File: src/rtl/path_neighbor_gen_if.sv
`default_nettype none
// -----------------------------------------------------------------------------
// path_neighbor_gen_if : request / neighbour-beat bundle for path_neighbor_gen
// Rev 1.0
// -----------------------------------------------------------------------------
interface path_neighbor_gen_if #(
  parameter int W = 16
);
  logic         in_valid_i;
  logic         in_ready_o;
  logic [W-1:0] idx_i;
  logic [W-1:0] x_i;
  logic [W-1:0] y_i;
  logic         nb_valid_o;
  logic         nb_ready_i;
  logic [W-1:0] nb_idx_o;
  logic [2:0]   nb_dir_o;
  logic         nb_last_o;
  logic         done_o;
  logic [3:0]   nb_count_o;
  logic         err_o;

  modport master (
    output in_valid_i, idx_i, x_i, y_i, nb_ready_i,
    input  in_ready_o, nb_valid_o, nb_idx_o, nb_dir_o, nb_last_o,
           done_o, nb_count_o, err_o
  );

  modport slave (
    input  in_valid_i, idx_i, x_i, y_i, nb_ready_i,
    output in_ready_o, nb_valid_o, nb_idx_o, nb_dir_o, nb_last_o,
           done_o, nb_count_o, err_o
  );
endinterface
`default_nettype wire

File: src/rtl/path_neighbor_gen.sv
`default_nettype none
// -----------------------------------------------------------------------------
// path_neighbor_gen : iterative-divide grid neighbour streamer (4/8-connected)
// Rev 1.0
// -----------------------------------------------------------------------------
module path_neighbor_gen #(
  parameter int W       = 16,
  parameter int DIAG_EN = 0
) (
  input  wire logic          system1000,
  input  wire logic          system1000_rst,
  path_neighbor_gen_if.slave bus
);
  typedef enum logic [1:0] {
    S_IDLE = 2'd0,
    S_DIV  = 2'd1,
    S_EMIT = 2'd2
  } state_t;

  localparam int                  c_step_w    = (W > 1) ? $clog2(W) : 1;
  localparam logic [c_step_w-1:0] c_last_step = c_step_w'(W - 1);
  localparam logic [c_step_w-1:0] c_step_one  = c_step_w'(1);
  localparam logic [W-1:0]        c_one_w     = W'(1);
  localparam logic [W:0]          c_one_x     = (W + 1)'(1);

  state_t              state_q, state_d;
  logic [W-1:0]        idx_q, idx_d, x_q, x_d, y_q, y_d;
  logic [W-1:0]        rem_q, rem_d, quo_q, quo_d;
  logic [c_step_w-1:0] step_q, step_d;
  logic [7:0]          mask_q, mask_d;
  logic [3:0]          count_q, count_d, nb_count_q, nb_count_d;
  logic                in_ready_q, in_ready_d, nb_valid_q, nb_valid_d;
  logic                nb_last_q, nb_last_d, done_q, done_d, err_q, err_d;
  logic [W-1:0]        nb_idx_q, nb_idx_d;
  logic [2:0]          nb_dir_q, nb_dir_d;

  // One restoring-division step: shift in the next dividend bit, subtract if it fits
  logic [W:0]   w_shift;
  logic         w_ge;
  logic [W-1:0] w_rem_nxt, w_quo_nxt;
  assign w_shift   = {rem_q, quo_q[W-1]};
  assign w_ge      = w_shift >= {1'b0, x_q};
  assign w_rem_nxt = w_ge ? (w_shift[W-1:0] - x_q) : w_shift[W-1:0];
  assign w_quo_nxt = {quo_q[W-2:0], w_ge};

  logic       w_row_ok, w_dn, w_rt, w_up, w_lt;
  logic [3:0] w_diag;
  logic [7:0] w_mask;
  assign w_row_ok = w_quo_nxt < y_q;
  assign w_dn     = ({1'b0, w_quo_nxt} + c_one_x) < {1'b0, y_q};
  assign w_rt     = ({1'b0, w_rem_nxt} + c_one_x) < {1'b0, x_q};
  assign w_up     = w_quo_nxt != '0;
  assign w_lt     = w_rem_nxt != '0;

  generate
    if (DIAG_EN != 0) begin : g_diag
      assign w_diag = {w_dn & w_lt, w_up & w_lt, w_up & w_rt, w_dn & w_rt};
    end else begin : g_no_diag
      assign w_diag = 4'b0000;
    end
  endgenerate

  assign w_mask = w_row_ok ? {w_diag, w_lt, w_up, w_rt, w_dn} : 8'h00;

  function automatic logic [2:0] low_dir(input logic [7:0] m);
    logic [2:0] d;
    d = 3'd0;
    for (int i = 7; i >= 0; i--) begin
      if (m[i]) d = 3'(i);
    end
    return d;
  endfunction

  function automatic logic [W-1:0] step_idx(input logic [2:0] d, input logic [W-1:0] idx,
                                            input logic [W-1:0] x);
    logic [W-1:0] r;
    case (d)
      3'd0:    r = idx + x;
      3'd1:    r = idx + c_one_w;
      3'd2:    r = idx - x;
      3'd3:    r = idx - c_one_w;
      3'd4:    r = idx + x + c_one_w;
      3'd5:    r = idx - x + c_one_w;
      3'd6:    r = idx - x - c_one_w;
      default: r = idx + x - c_one_w;
    endcase
    return r;
  endfunction

  // Next beat comes from the fresh mask at the end of DIV, else from what remains
  logic [7:0] w_rest, w_load, w_load_rest;
  logic [2:0] w_load_dir;
  assign w_rest      = mask_q & ~(8'h01 << nb_dir_q);
  assign w_load      = (state_q == S_DIV) ? w_mask : w_rest;
  assign w_load_dir  = low_dir(w_load);
  assign w_load_rest = w_load & ~(8'h01 << w_load_dir);

  always_comb begin
    state_d    = state_q;
    idx_d      = idx_q;
    x_d        = x_q;
    y_d        = y_q;
    rem_d      = rem_q;
    quo_d      = quo_q;
    step_d     = step_q;
    mask_d     = mask_q;
    count_d    = count_q;
    nb_valid_d = nb_valid_q;
    nb_idx_d   = nb_idx_q;
    nb_dir_d   = nb_dir_q;
    nb_last_d  = nb_last_q;
    nb_count_d = nb_count_q;
    done_d     = 1'b0;
    err_d      = 1'b0;
    unique case (state_q)
      S_IDLE: begin
        if (bus.in_valid_i && in_ready_q) begin
          idx_d = bus.idx_i;
          x_d   = bus.x_i;
          y_d   = bus.y_i;
          if (bus.x_i == '0) begin
            done_d     = 1'b1;
            err_d      = 1'b1;
            nb_count_d = 4'd0;
          end else begin
            state_d = S_DIV;
            rem_d   = '0;
            quo_d   = bus.idx_i;
            step_d  = '0;
          end
        end
      end
      S_DIV: begin
        rem_d  = w_rem_nxt;
        quo_d  = w_quo_nxt;
        step_d = step_q + c_step_one;
        if (step_q == c_last_step) begin
          mask_d  = w_mask;
          count_d = 4'd0;
          if (w_mask == 8'h00) begin
            state_d    = S_IDLE;
            done_d     = 1'b1;
            err_d      = ~w_row_ok;
            nb_count_d = 4'd0;
          end else begin
            state_d    = S_EMIT;
            nb_valid_d = 1'b1;
            nb_dir_d   = w_load_dir;
            nb_idx_d   = step_idx(w_load_dir, idx_q, x_q);
            nb_last_d  = (w_load_rest == 8'h00);
          end
        end
      end
      S_EMIT: begin
        if (nb_valid_q && bus.nb_ready_i) begin
          mask_d  = w_rest;
          count_d = count_q + 4'd1;
          if (w_rest == 8'h00) begin
            state_d    = S_IDLE;
            nb_valid_d = 1'b0;
            nb_idx_d   = '0;
            nb_dir_d   = 3'd0;
            nb_last_d  = 1'b0;
            done_d     = 1'b1;
            nb_count_d = count_q + 4'd1;
          end else begin
            nb_dir_d  = w_load_dir;
            nb_idx_d  = step_idx(w_load_dir, idx_q, x_q);
            nb_last_d = (w_load_rest == 8'h00);
          end
        end
      end
      default: state_d = S_IDLE;
    endcase
    in_ready_d = (state_d == S_IDLE);
  end

  always_ff @(posedge system1000) begin
    if (system1000_rst) begin
      state_q    <= S_IDLE;
      idx_q      <= '0;
      x_q        <= '0;
      y_q        <= '0;
      rem_q      <= '0;
      quo_q      <= '0;
      step_q     <= '0;
      mask_q     <= 8'h00;
      count_q    <= 4'd0;
      in_ready_q <= 1'b0;
      nb_valid_q <= 1'b0;
      nb_idx_q   <= '0;
      nb_dir_q   <= 3'd0;
      nb_last_q  <= 1'b0;
      nb_count_q <= 4'd0;
      done_q     <= 1'b0;
      err_q      <= 1'b0;
    end else begin
      state_q    <= state_d;
      idx_q      <= idx_d;
      x_q        <= x_d;
      y_q        <= y_d;
      rem_q      <= rem_d;
      quo_q      <= quo_d;
      step_q     <= step_d;
      mask_q     <= mask_d;
      count_q    <= count_d;
      in_ready_q <= in_ready_d;
      nb_valid_q <= nb_valid_d;
      nb_idx_q   <= nb_idx_d;
      nb_dir_q   <= nb_dir_d;
      nb_last_q  <= nb_last_d;
      nb_count_q <= nb_count_d;
      done_q     <= done_d;
      err_q      <= err_d;
    end
  end

  assign bus.in_ready_o = in_ready_q;
  assign bus.nb_valid_o = nb_valid_q;
  assign bus.nb_idx_o   = nb_idx_q;
  assign bus.nb_dir_o   = nb_dir_q;
  assign bus.nb_last_o  = nb_last_q;
  assign bus.done_o     = done_q;
  assign bus.nb_count_o = nb_count_q;
  assign bus.err_o      = err_q;
endmodule
`default_nettype wire

File: src/flat_wrapper.sv
// flat-port wrapper written by rule: the top's interface ports become plain ports
module path_neighbor_gen_flat 
#(
  parameter int W       = 16,
  parameter int DIAG_EN = 0
)
  (system1000, system1000_rst, bus_in_valid_i, bus_idx_i, bus_x_i, bus_y_i, bus_nb_ready_i, bus_in_ready_o, bus_nb_valid_o, bus_nb_idx_o, bus_nb_dir_o, bus_nb_last_o, bus_done_o, bus_nb_count_o, bus_err_o);
  path_neighbor_gen_if #(.W(W)) bus_i ();
  input  wire logic system1000;
  input  wire logic system1000_rst;
  input wire logic [$bits(bus_i.in_valid_i)-1:0] bus_in_valid_i;
  input wire logic [$bits(bus_i.idx_i)-1:0] bus_idx_i;
  input wire logic [$bits(bus_i.x_i)-1:0] bus_x_i;
  input wire logic [$bits(bus_i.y_i)-1:0] bus_y_i;
  input wire logic [$bits(bus_i.nb_ready_i)-1:0] bus_nb_ready_i;
  output wire logic [$bits(bus_i.in_ready_o)-1:0] bus_in_ready_o;
  output wire logic [$bits(bus_i.nb_valid_o)-1:0] bus_nb_valid_o;
  output wire logic [$bits(bus_i.nb_idx_o)-1:0] bus_nb_idx_o;
  output wire logic [$bits(bus_i.nb_dir_o)-1:0] bus_nb_dir_o;
  output wire logic [$bits(bus_i.nb_last_o)-1:0] bus_nb_last_o;
  output wire logic [$bits(bus_i.done_o)-1:0] bus_done_o;
  output wire logic [$bits(bus_i.nb_count_o)-1:0] bus_nb_count_o;
  output wire logic [$bits(bus_i.err_o)-1:0] bus_err_o;
  assign bus_i.in_valid_i = bus_in_valid_i;
  assign bus_i.idx_i = bus_idx_i;
  assign bus_i.x_i = bus_x_i;
  assign bus_i.y_i = bus_y_i;
  assign bus_i.nb_ready_i = bus_nb_ready_i;
  assign bus_in_ready_o = bus_i.in_ready_o;
  assign bus_nb_valid_o = bus_i.nb_valid_o;
  assign bus_nb_idx_o = bus_i.nb_idx_o;
  assign bus_nb_dir_o = bus_i.nb_dir_o;
  assign bus_nb_last_o = bus_i.nb_last_o;
  assign bus_done_o = bus_i.done_o;
  assign bus_nb_count_o = bus_i.nb_count_o;
  assign bus_err_o = bus_i.err_o;
  path_neighbor_gen #(.W(W), .DIAG_EN(DIAG_EN)) u_core (.system1000(system1000), .system1000_rst(system1000_rst), .bus(bus_i));
endmodule
File: config.mk
export PLATFORM = sky130hd
export DESIGN_NAME = path_neighbor_gen_flat
export DESIGN_NICKNAME = d
export VERILOG_FILES = /design/src/rtl/path_neighbor_gen_if.sv /design/src/rtl/path_neighbor_gen.sv /design/src/flat_wrapper.sv
export SDC_FILE = /design/constraint.sdc
export NUM_CORES = 1
export LEC_CHECK = 0
export BUFFER_PORTS_ARGS = -buffer_cell sky130_fd_sc_hd__buf_4
export CAP_MARGIN = 20
export CORE_MARGIN = 3
export CORE_UTILIZATION = 45
export CTS_CLUSTER_DIAMETER = 60
export DETAILED_ROUTE_END_ITERATION = 16
export GPL_TIMING_DRIVEN = 0
export PLACE_DENSITY = 0.6
export SLEW_MARGIN = 5
export SYNTH_ARGS = -nofsm -noshare
export SYNTH_HDL_FRONTEND = slang
export SYNTH_SLANG_ARGS = --single-unit
export TNS_END_PERCENT = 5
File: constraint.sdc
create_clock -name system1000 -period 10.9 [get_ports system1000]
set_clock_uncertainty 0.15 [all_clocks]
set_input_delay 0.545 -clock system1000 [delete_from_list [all_inputs] [get_ports system1000]]
set_output_delay 0.545 -clock system1000 [all_outputs]
set_load 0.005 [all_outputs]
==> impl_metrics.tcl <==
set metrics [dict create \
    finalHoldViolations 0 \
    antenna_found_initial 0 \
    yosys_warnings 0 \
    drt-total-wl_microns 40100 \
    rsz0062_at_grt "no" \
    vias 12200 \
    insertedDiodeCount 0 \
    portBuffers 79 \
    synth_cells 1639 \
    hold_end "u_core.y_q[4]$_SDFFE_PP0P_" \
    seq_area_frac_synth 0.208 \
    setup-tns-final_ns 0 \
    drt_iter0_drc 1082 \
    drc 0 \
    r2r_cells 40 \
    path_max_fanout 16 \
    dr.pass1.iters 8 \
    avgSynthCellArea_sq_um 7.41 \
    synth_largest_area_cell "dfxtp_1" \
    slew_headroom 0.322 \
    worstMarginPinSlew_ns 1.01 \
    peakVddDrop_mv 0.108 \
    cts_tree "built" \
    cpPeakStageDelay_ns 0.51 \
    die_area_sq_mm 0.0290 \
    clkLatencyLatePin_ns 0.43 \
    instances_no_fill 2084 \
    clk_pin_slew_ns 0.07 \
    power.share.clock 0.299 \
    ys_async_sr_fraction 0 \
    fmax_mhz 101 \
    gr-usage-met2 0.451 \
    placed_cells 2053 \
    grt_pass1_wl_microns 63000 \
    worstHoldStart "bus_y_i[4]" \
    powerDensity_mw_per_mm2 167 \
    hold_path.class "in -> reg" \
    grtUsageMet3 0.0348 \
    gp_congestion 0.915 \
    status "complete, no violations" \
    pre_cts_ws_ns 0.713 \
    grt_max_degree 17 \
    switching_share 0.413 \
    grt-ovfl-total 0 \
    crit_path_frequent_cell "o21ai_0" \
    finalNetCount 1910 \
    final.period_utilization 0.909 \
    yosys.cell_types.count 90 \
    syn_area_sq_mm 0.0122 \
    root_buffer "clkbuf_16" \
    switchingPower_mw 0.954 \
    htree_num_levels 4 \
    min_path_cells 3 \
    synth-seq-cells 126 \
    cts_setup_buffers 0 \
    synth_top_cells_by_area "dfxtp_1, ha_1, nand2_1" \
    top_usage_layer "met2" \
    finalSetupViolCount 0 \
    yosysTopAreaCellShare 0.208 \
    cts.sinks 126 \
    start_kind "flip-flop" \
    cts_buffers 17 \
    critPathSlowestCell "o41ai_1" \
    post_drt_wl_per_cell_microns 19.3 \
    area_growth_pct 14.0 \
    required_ns 11.07 \
    via_per_inst 5.86 \
    hold_buffers 0 \
    rows 59 \
    setup_ws_ns 0.990 \
    p_seq_frac 0.226 \
    path_class "reg -> reg" \
    p_leak_nw 5.60 \
    synthFlopType "dfxtp_1" \
    hpwl_microns 32000 \
    reg2reg_to "u_core.bus.nb_idx_o[15]$_SDFFE_PP0P_" \
    gr-usage-met1 0.371 \
    die-width_microns 170 \
    r2r_slack_ns 0.99 \
    worstReg2RegStart "u_core.x_q[1]$_SDFFE_PP0P_" \
    drv_cap 0 \
    p_int_mw 1.36 \
    ant_nets 0 \
    pin_count 80 \
    grt_usage 0.273 \
    slew_viol_final 0 \
    clk_path_buf_depth 2 \
    chipHeight_microns 170 \
    period_needed_ns 9.91 \
    cp_data_arrival_time_ns 10.08 \
    cts_resized 0 \
    syn-num-nets 1812 \
    drive_gt1_frac 0.0989 \
    core_sq_mm 0.0263 \
    start_util 0.462 \
    pwr-share-comb 0.475 \
    worst_setup_path_end_kind "flip-flop" \
    synth_edf_count 0 \
    grt_pass1_vias 11500 \
]
power by group through the flow:
stage                     combinational [mW]  clock [mW]  sequential, mW
after global routing                    1.21       0.713           0.527
final                                   1.10       0.690           0.523
after floorplan                        0.798           0           0.520
after detailed placement                1.07           0           0.532
after CTS                               1.08       0.700           0.522
after global placement                  1.06           0           0.532
kinds of logic (layout without fill, tap and decap cells):
| logic type | after synthesis | in the layout | share of synthesized area |
|---|---|---|---|
| compound gates | 428 | 428 | 0.242 |
| xor+xnor | 126 | 126 | 0.0908 |
| fa+ha+maj | 121 | 121 | 0.127 |
| buf+inv | 158 | 268 | 0.0532 |
| flops | 126 | 126 | 0.208 |
| mux | 42 | 42 | 0.0350 |
| simple gates | 638 | 638 | 0.244 |
worst max-delay path by stage:
stage               cells past startpoint  slack (ns)                                    to                   startpoint
floorplan                              38        2.53  u_core.bus.nb_idx_o[15]$_SDFFE_PP0P_   u_core.x_q[1]$_SDFFE_PP0P_
global placement                       41        0.75  u_core.bus.nb_idx_o[15]$_SDFFE_PP0P_  u_core.x_q[14]$_SDFFE_PP0P_
detailed placement                     41        0.71  u_core.bus.nb_idx_o[15]$_SDFFE_PP0P_  u_core.x_q[14]$_SDFFE_PP0P_
CTS                                    41        0.67  u_core.bus.nb_idx_o[15]$_SDFFE_PP0P_  u_core.x_q[14]$_SDFFE_PP0P_
global route                           38        0.12  u_core.bus.nb_idx_o[15]$_SDFFE_PP0P_   u_core.x_q[1]$_SDFFE_PP0P_
finish                                 40        0.99  u_core.bus.nb_idx_o[15]$_SDFFE_PP0P_   u_core.x_q[1]$_SDFFE_PP0P_
cell type report:
class	instances	area, sq um
fillers	2605	12400
multi-input cells	1355	8990
flip-flops and latches	126	2520
repair buffers	79	593
clock buffers	19	453
well taps	335	419
plain buffers	88	385
inverters	70	263
clock inverters	12	229
per-stage QoR:
step           power [mW]  area (sq um)  utilization  hold WS (ns)
6_report             2.31         13900        0.527         0.210
5_1_grt              2.45         13900        0.527         0.204
4_1_cts              2.30         13800        0.527         0.193
3_5_place_dp         1.60         13200        0.501         0.296
3_3_place_gp         1.59         13200        0.501         0.294
2_1_floorplan        1.32         12200            -         0.286
Yosys cell counts, types with 7 or more instances:
cell type	instances
a211oi_1	26
a21o_1	22
a21oi_1	137
a221oi_1	7
a22oi_1	10
a31oi_1	8
a32o_1	9
and2_1	11
and3_1	13
buf_2	13
clkbuf_1	64
dfxtp_1	126
ha_1	117
inv_1	67
mux2i_1	38
nand2_1	220
nand2b_1	22
nand3_1	52
nand4_1	24
nor2_1	170
nor2b_1	12
nor3_1	46
nor4_1	15
o211ai_1	11
o21a_1	16
o21ai_0	59
o21ai_1	8
o21bai_1	10
o221ai_1	9
o22ai_1	7
o31a_1	7
o31ai_1	10
or3_1	16
xnor2_1	78
xor2_1	48
metal layers:
layer | wire length (microns) | vias to the layer above | part of all wire
li1 | - | 6078 | -
met1 | 18400 | 5675 | 0.46
met2 | 18500 | 391 | 0.46
met3 | 2220 | 58 | 0.055
met4 | 1070 | 0 | 0.027
met5 | 0 | - | 0
flip-flops by register name, summed over array words and instances (netlist names):
name                   flops
u_core.bus.done_o          1
u_core.bus.err_o           1
u_core.bus.nb_idx_o       16
u_core.count_q             4
u_core.bus.in_ready_o      1
u_core.state_q             2
u_core.x_q                16
u_core.rem_q              16
u_core.bus.nb_last_o       1
u_core.bus.nb_count_o      4
u_core.y_q                16
u_core.mask_q              8
u_core.bus.nb_valid_o      1
u_core.quo_q              16
u_core.idx_q              16
u_core.step_q              4
u_core.bus.nb_dir_o        3
layout by cell type, fill, tap and decap left out, types with 8 or more instances in the layout:
cell / instances
nand2_1: 220
o221ai_1: 9
a22oi_1: 10
mux2i_1: 38
nand4_1: 24
dfxtp_1: 126
a211oi_1: 26
a21oi_1: 137
o21bai_1: 10
o31ai_1: 10
o21ai_0: 59
nand2b_1: 22
a21o_1: 22
nor3_1: 46
nand3_1: 52
a32o_1: 9
a31oi_1: 8
o211ai_1: 11
and2_1: 11
xor2_1: 48
buf_2: 13
and3_1: 13
xnor2_1: 78
o21ai_1: 8
nor2_1: 170
clkbuf_16: 17
ha_1: 117
or3_1: 16
buf_4: 81
inv_1: 67
clkbuf_1: 64
nor2b_1: 12
nor4_1: 15
o21a_1: 16
critical path: cells and delay by family, from the launching register on:
kind,cells,cell delay (ns)
AOI/OAI and AO/OA,19,4.77
and+or+nand+nor,13,2.54
adders and majority gates,3,0.94
buffers and inverters,3,0.61
DFF,1,0.41
muxes,1,0.20
xor gates and xnor gates,1,0.15
Power figures use the tool's default switching activity.
